### src/rtl/uart_rx_pkg.sv
// Shared definitions for the UART receive path: FSM encoding, supported bit
// periods and the 2-of-3 majority helper used by the bit sampler.
package uart_rx_pkg;

  typedef enum logic [2:0] {
    IDLE   = 3'd0,
    START  = 3'd1,
    DATA   = 3'd2,
    PARITY = 3'd3,
    STOP   = 3'd4
  } rx_state_t;

  localparam logic [5:0] PRESCALE_8  = 6'd8;
  localparam logic [5:0] PRESCALE_16 = 6'd16;
  localparam logic [5:0] PRESCALE_32 = 6'd32;

  function automatic logic prescale_supported(input logic [5:0] p);
    return (p == PRESCALE_8) || (p == PRESCALE_16) || (p == PRESCALE_32);
  endfunction

  function automatic logic majority3(input logic a, input logic b, input logic c);
    return (a & b) | (a & c) | (b & c);
  endfunction

endpackage

### src/rtl/uart_rx_data_sampling.sv
// Oversampling bit detector: captures RX_IN at the three edge counts around the
// bit centre and presents their 2-of-3 majority.
module uart_rx_data_sampling (
  input  logic       CLK,
  input  logic       RST,
  input  logic       rx_in,
  input  logic [5:0] edge_cnt,
  input  logic [5:0] prescale,
  output logic       sampled_bit
);
  import uart_rx_pkg::*;

  logic [5:0] half;
  logic [2:0] samples;

  assign half = prescale >> 1;

  // The vote is stable from edge count half+2 until the next bit overwrites it.
  always_ff @(posedge CLK or negedge RST) begin
    if (!RST) begin
      samples <= '0;
    end else begin
      if (edge_cnt == half - 6'd1) samples[0] <= rx_in;
      if (edge_cnt == half)        samples[1] <= rx_in;
      if (edge_cnt == half + 6'd1) samples[2] <= rx_in;
    end
  end

  assign sampled_bit = majority3(samples[0], samples[1], samples[2]);

endmodule

### src/rtl/uart_rx_deserializer.sv
// UART receiver: start/data/parity/stop framing with per-frame latched bit
// period and parity mode, registered single-cycle result pulses.
module uart_rx_deserializer #(
  parameter int DATA_WIDTH = 8
) (
  input  logic                  CLK,
  input  logic                  RST,
  input  logic                  RX_IN,
  input  logic [5:0]            PRESCALE,
  input  logic                  PAR_EN,
  input  logic                  PAR_TYP,
  output logic [DATA_WIDTH-1:0] P_DATA,
  output logic                  DATA_VALID,
  output logic                  PAR_ERR,
  output logic                  STP_ERR
);
  import uart_rx_pkg::*;

  localparam int BIT_CNT_W = $clog2(DATA_WIDTH + 1);
  localparam logic [BIT_CNT_W-1:0] LAST_BIT = BIT_CNT_W'(DATA_WIDTH - 1);

  rx_state_t             state;
  logic [5:0]            edge_cnt;
  logic [5:0]            prescale_q;
  logic                  par_en_q;
  logic                  par_typ_q;
  logic [BIT_CNT_W-1:0]  bit_cnt;
  logic [DATA_WIDTH-1:0] shift_reg;
  logic                  par_err_flag;
  logic                  sampled_bit;
  logic                  bit_end;
  logic                  expected_par;

  uart_rx_data_sampling u_sampling (
    .CLK         (CLK),
    .RST         (RST),
    .rx_in       (RX_IN),
    .edge_cnt    (edge_cnt),
    .prescale    (prescale_q),
    .sampled_bit (sampled_bit)
  );

  assign bit_end      = (edge_cnt == prescale_q - 6'd1);
  assign expected_par = (^shift_reg) ^ par_typ_q;

  // NOTE: every register here, shift register and P_DATA included, is cleared by
  // the async reset so an abandoned frame leaves no trace; all state updates use
  // non-blocking assignments so the case arms see pre-edge values only.
  always_ff @(posedge CLK or negedge RST) begin
    if (!RST) begin
      state        <= IDLE;
      edge_cnt     <= '0;
      prescale_q   <= PRESCALE_8;
      par_en_q     <= 1'b0;
      par_typ_q    <= 1'b0;
      bit_cnt      <= '0;
      shift_reg    <= '0;
      par_err_flag <= 1'b0;
      P_DATA       <= '0;
      DATA_VALID   <= 1'b0;
      PAR_ERR      <= 1'b0;
      STP_ERR      <= 1'b0;
    end else begin
      DATA_VALID <= 1'b0;
      PAR_ERR    <= 1'b0;
      STP_ERR    <= 1'b0;

      if (state != IDLE) begin
        edge_cnt <= bit_end ? 6'd0 : edge_cnt + 6'd1;
      end

      case (state)
        IDLE: begin
          if (!RX_IN) begin
            // The detection cycle is edge 0 of the start bit, so counting resumes at 1.
            state        <= START;
            edge_cnt     <= 6'd1;
            prescale_q   <= prescale_supported(PRESCALE) ? PRESCALE : PRESCALE_16;
            par_en_q     <= PAR_EN;
            par_typ_q    <= PAR_TYP;
            bit_cnt      <= '0;
            par_err_flag <= 1'b0;
          end
        end

        START: begin
          if (bit_end) begin
            state <= sampled_bit ? IDLE : DATA;
          end
        end

        DATA: begin
          if (bit_end) begin
            shift_reg <= {sampled_bit, shift_reg[DATA_WIDTH-1:1]};
            if (bit_cnt == LAST_BIT) begin
              bit_cnt <= '0;
              state   <= par_en_q ? PARITY : STOP;
            end else begin
              bit_cnt <= bit_cnt + 1'b1;
            end
          end
        end

        PARITY: begin
          if (bit_end) begin
            par_err_flag <= (sampled_bit != expected_par);
            state        <= STOP;
          end
        end

        STOP: begin
          if (bit_end) begin
            state   <= IDLE;
            STP_ERR <= !sampled_bit;
            PAR_ERR <= par_err_flag;
            if (sampled_bit && !par_err_flag) begin
              DATA_VALID <= 1'b1;
              P_DATA     <= shift_reg;
            end
          end
        end

        default: state <= IDLE;
      endcase
    end
  end

endmodule

### config.mk
export PLATFORM = sky130hd
export DESIGN_NAME = uart_rx_deserializer
export DESIGN_NICKNAME = d
export VERILOG_FILES = /design/src/rtl/uart_rx_pkg.sv /design/src/rtl/uart_rx_data_sampling.sv /design/src/rtl/uart_rx_deserializer.sv
export SDC_FILE = /design/constraint.sdc
export NUM_CORES = 1
export LEC_CHECK = 0
export CAP_MARGIN = 20
export CORE_ASPECT_RATIO = 0.5
export CORE_MARGIN = 2
export CORE_UTILIZATION = 57
export CTS_BUF_LIST = sky130_fd_sc_hd__clkbuf_16
export DETAILED_ROUTE_END_ITERATION = 8
export PLACE_DENSITY = 0.84
export SYNTH_ARGS = -nofsm -noshare
export SYNTH_HDL_FRONTEND = slang
export SYNTH_SLANG_ARGS = --single-unit
### constraint.sdc
create_clock -name CLK -period 3.5 [get_ports CLK]
set_clock_uncertainty 0.05 [all_clocks]
set_input_delay 0.875 -clock CLK [delete_from_list [all_inputs] [get_ports CLK]]
set_output_delay 0.875 -clock CLK [all_outputs]
set_load 0.05 [all_outputs]
==> results.sh <==
export IMPL_synth_flop_cell="dfrtp_1"
export IMPL_first_pass_iters=4
export IMPL_fin_nets=283
export IMPL_hpwlAfterDp_mm=3.58
export IMPL_nFillCells=338
export IMPL_worst_path_dominant_cell_family="simple AND/OR/NAND/NOR gates"
export IMPL_synth_most_common_cell="dfrtp_1"
export IMPL_multi_input_area_sq_um=1340
export IMPL_yosysSeqAreaShare=0.435
export IMPL_r2r_start="prescale_q[2]"
export IMPL_power_density_nw_per_um2=686
export IMPL_slew_headroom=0.345
export IMPL_clock_sinks=44
export IMPL_max_freq_ghz=0.353
export IMPL_finalCriticalPeriod_ns=2.83
export IMPL_post_synth_num_cell_types=47
export IMPL_worst_ep_required_time_ns=3.62
export IMPL_cp_max_fo=9
export IMPL_yosysTopAreaCell="dfrtp_1"
export IMPL_synth_fp_nets=269
export IMPL_cts_made_buffers=5
export IMPL_synth_async_reset_ratio=1.00
export IMPL_synth_top_area_frac=0.424
export IMPL_synthCells=252
export IMPL_hp_class="reg2reg"
export IMPL_finalMaxSlewViolations=0
export IMPL_r2r_setup_slack_ns=0.67
export IMPL_rsz0062_at_grt="false"
export IMPL_worstPathArrival_ns=2.95
export IMPL_ir_drop_v=0.000324
export IMPL_overflow=0
export IMPL_drive_gt1_frac=0.131
export IMPL_antenna_found_initial=0
export IMPL_synthTopCellsByArea="dfrtp_1, mux2_2, xnor2_1"
export IMPL_worstHoldPathCells=1
export IMPL_cts_htree_levels=2
export IMPL_cts_setup_buffers=0
export IMPL_p_total_mw=2.00
export IMPL_synth_edf_count=0
export IMPL_row_count=17
export IMPL_insertion_delay_ns=0.28
export IMPL_cts_tree="built"
export IMPL_path_buf_inv=1
export IMPL_vias=1957
export IMPL_syn_avg_cell_area_sq_um=10.1
export IMPL_io_buffers=21
export IMPL_slowest_stage="nor4_4"
export IMPL_path_clk_slew_ns=0.06
export IMPL_cts_resized_gates=0
export IMPL_drv_cap=0
export IMPL_slowest_delay_ns=0.63
export IMPL_start_kind="flop"
export IMPL_grt_max_degree=45
export IMPL_viasPerCell=6.04
export IMPL_fp_dieH_um=51.2
export IMPL_hold_end="P_DATA[6]"
export IMPL_setup_violations_final=0
export IMPL_ys_ff_latch=44
export IMPL_start_util=0.584
export IMPL_timing_final_crit_share=0.809
export IMPL_yosys_warnings=0
export IMPL_routed_wl_mm=5.26
export IMPL_crit_chain="inv_1 > ha_1 > nor3b_1 > and3_1 > o211ai_1 > nor4_4 > mux2_2"
export IMPL_drc=0
export IMPL_hold_buffers=0
export IMPL_leakage_nw=1.28
export IMPL_setup_worst_path_end_class="flop"
export IMPL_fp_dieArea_sq_um=5030
export IMPL_dp_cells=316
export IMPL_antenna_cells=0
export IMPL_setup_tns_ns=0
export IMPL_final_cells=324
export IMPL_synth_commonest_cells="dfrtp_1, nand2_1, mux2_2"
export IMPL_cts_root_buf="clkbuf_16"
export IMPL_first_iter_violations=91
export IMPL_drtAntennaViolNets=0
export IMPL_area_growth_pct=14.8
export IMPL_tightest_slew_ns=0.982
export IMPL_chipWidth_um=98.3
export IMPL_reg2reg_to="P_DATA[1]"
export IMPL_seq_area_sq_um=1100
export IMPL_outcome="complete, no violations"
export IMPL_synth_area_sq_um=2540
export IMPL_core_area_sq_um=4340
export IMPL_grt_usage=0.231
export IMPL_min_from="P_DATA[6]"
export IMPL_wl_per_cell_um=16.2
export IMPL_crit_type="reg2reg"
export IMPL_grt_pass1_vias=1869
export IMPL_ioPinCount=22
export IMPL_finalHoldViolations=0
export IMPL_grt_pass1_wl_mm=8.99
export IMPL_clk_path_buf_depth=2
export IMPL_reg2reg_depth=7
export IMPL_gp_congestion=0.907
## metrics by stage
| stage | setup WS [ns] | area, sq um | utilization | hold slack, ns |
|---|---|---|---|---|
| finish | 0.669 | 2910 | 0.671 | 0.456 |
| global route | 0.504 | 2910 | 0.671 | 0.466 |
| CTS | 0.659 | 2910 | 0.671 | 0.459 |
| detailed placement | 0.669 | 2750 | 0.633 | 0.446 |
| global placement | 0.844 | 2750 | 0.633 | 0.435 |
| floorplan | 0.994 | 2540 | - | 0.417 |
## cell families after synthesis
logic type / synth area share
AOI/OAI and AO/OA: 0.0918
xor gates and xnor gates: 0.102
adders and majority gates: 0.0335
buffers and inverters: 0.0360
DFF: 0.435
muxes: 0.0962
and+or+nand+nor: 0.206
## worst reg2reg max path, stage by stage, from the launching register on
cell and delay, ns:
dfrtp_1 0.48, inv_1 0.16, ha_1 0.22, nor3b_1 0.38, and3_1 0.24, o211ai_1 0.14
nor4_4 0.63, mux2_2 0.41
## worst max path at each step
stage                   from   endpoint  slack [ns]  cells past startpoint
2_1_floorplan  prescale_q[2]  P_DATA[0]        0.99                      8
3_3_place_gp   prescale_q[2]  P_DATA[5]        0.84                      7
3_5_place_dp   prescale_q[2]  P_DATA[3]        0.67                      7
4_1_cts        prescale_q[2]  P_DATA[7]        0.66                      7
5_1_grt        prescale_q[2]  P_DATA[2]        0.50                      7
6_report       prescale_q[2]  P_DATA[1]        0.67                      7
## layout by cell type, fill, tap and decap left out, types with 2 or more instances in the layout
cell type        Yosys  routed
dfrtp_1             43      43
nand2_1             26      26
clkdlybuf4s50_1      0      20
mux2_2              19      19
xnor2_1             17      17
nor2_1              14      14
nand3_1             11      11
xor2_1              10      10
nand2b_1             9       9
o21ai_0              8       8
inv_1                5       6
a21oi_1              6       6
ha_1                 6       6
nor3_1               5       5
nand4_1              5       5
clkbuf_16            0       5
nor3b_1              4       4
or3_1                4       4
o31ai_1              4       4
and2_1               3       3
o221ai_1             3       3
nor2b_1              3       3
mux2i_1              3       3
nand3b_1             2       2
o211ai_1             2       2
or2_2                2       2
nor4_1               2       2
or4_1                2       2
a31oi_1              2       2
a32o_1               2       2
## metal layers
metal	wire, um	GRT usage	share of wire
met1	2440	0.297	0.46
met2	2540	0.393	0.48
met3	201	0.0492	0.038
met4	85	0.0890	0.016
met5	0	0	0
## cell type report
cell class                 count  share of cell area
clock inverter                 3              0.0133
tap                           57              0.0245
clock buffer                   5              0.0430
sequential                    44               0.379
inverter                       5             0.00645
timing repair buffer          22              0.0731
multi-input combinational    188               0.461
## power by group
group | internal (mW) | total, mW | switching (mW)
sequential | 0.603 | 0.755 | 0.152
clock | 0.333 | 0.519 | 0.186
combinational | 0.320 | 0.722 | 0.402
Power figures use the tool's default switching activity.
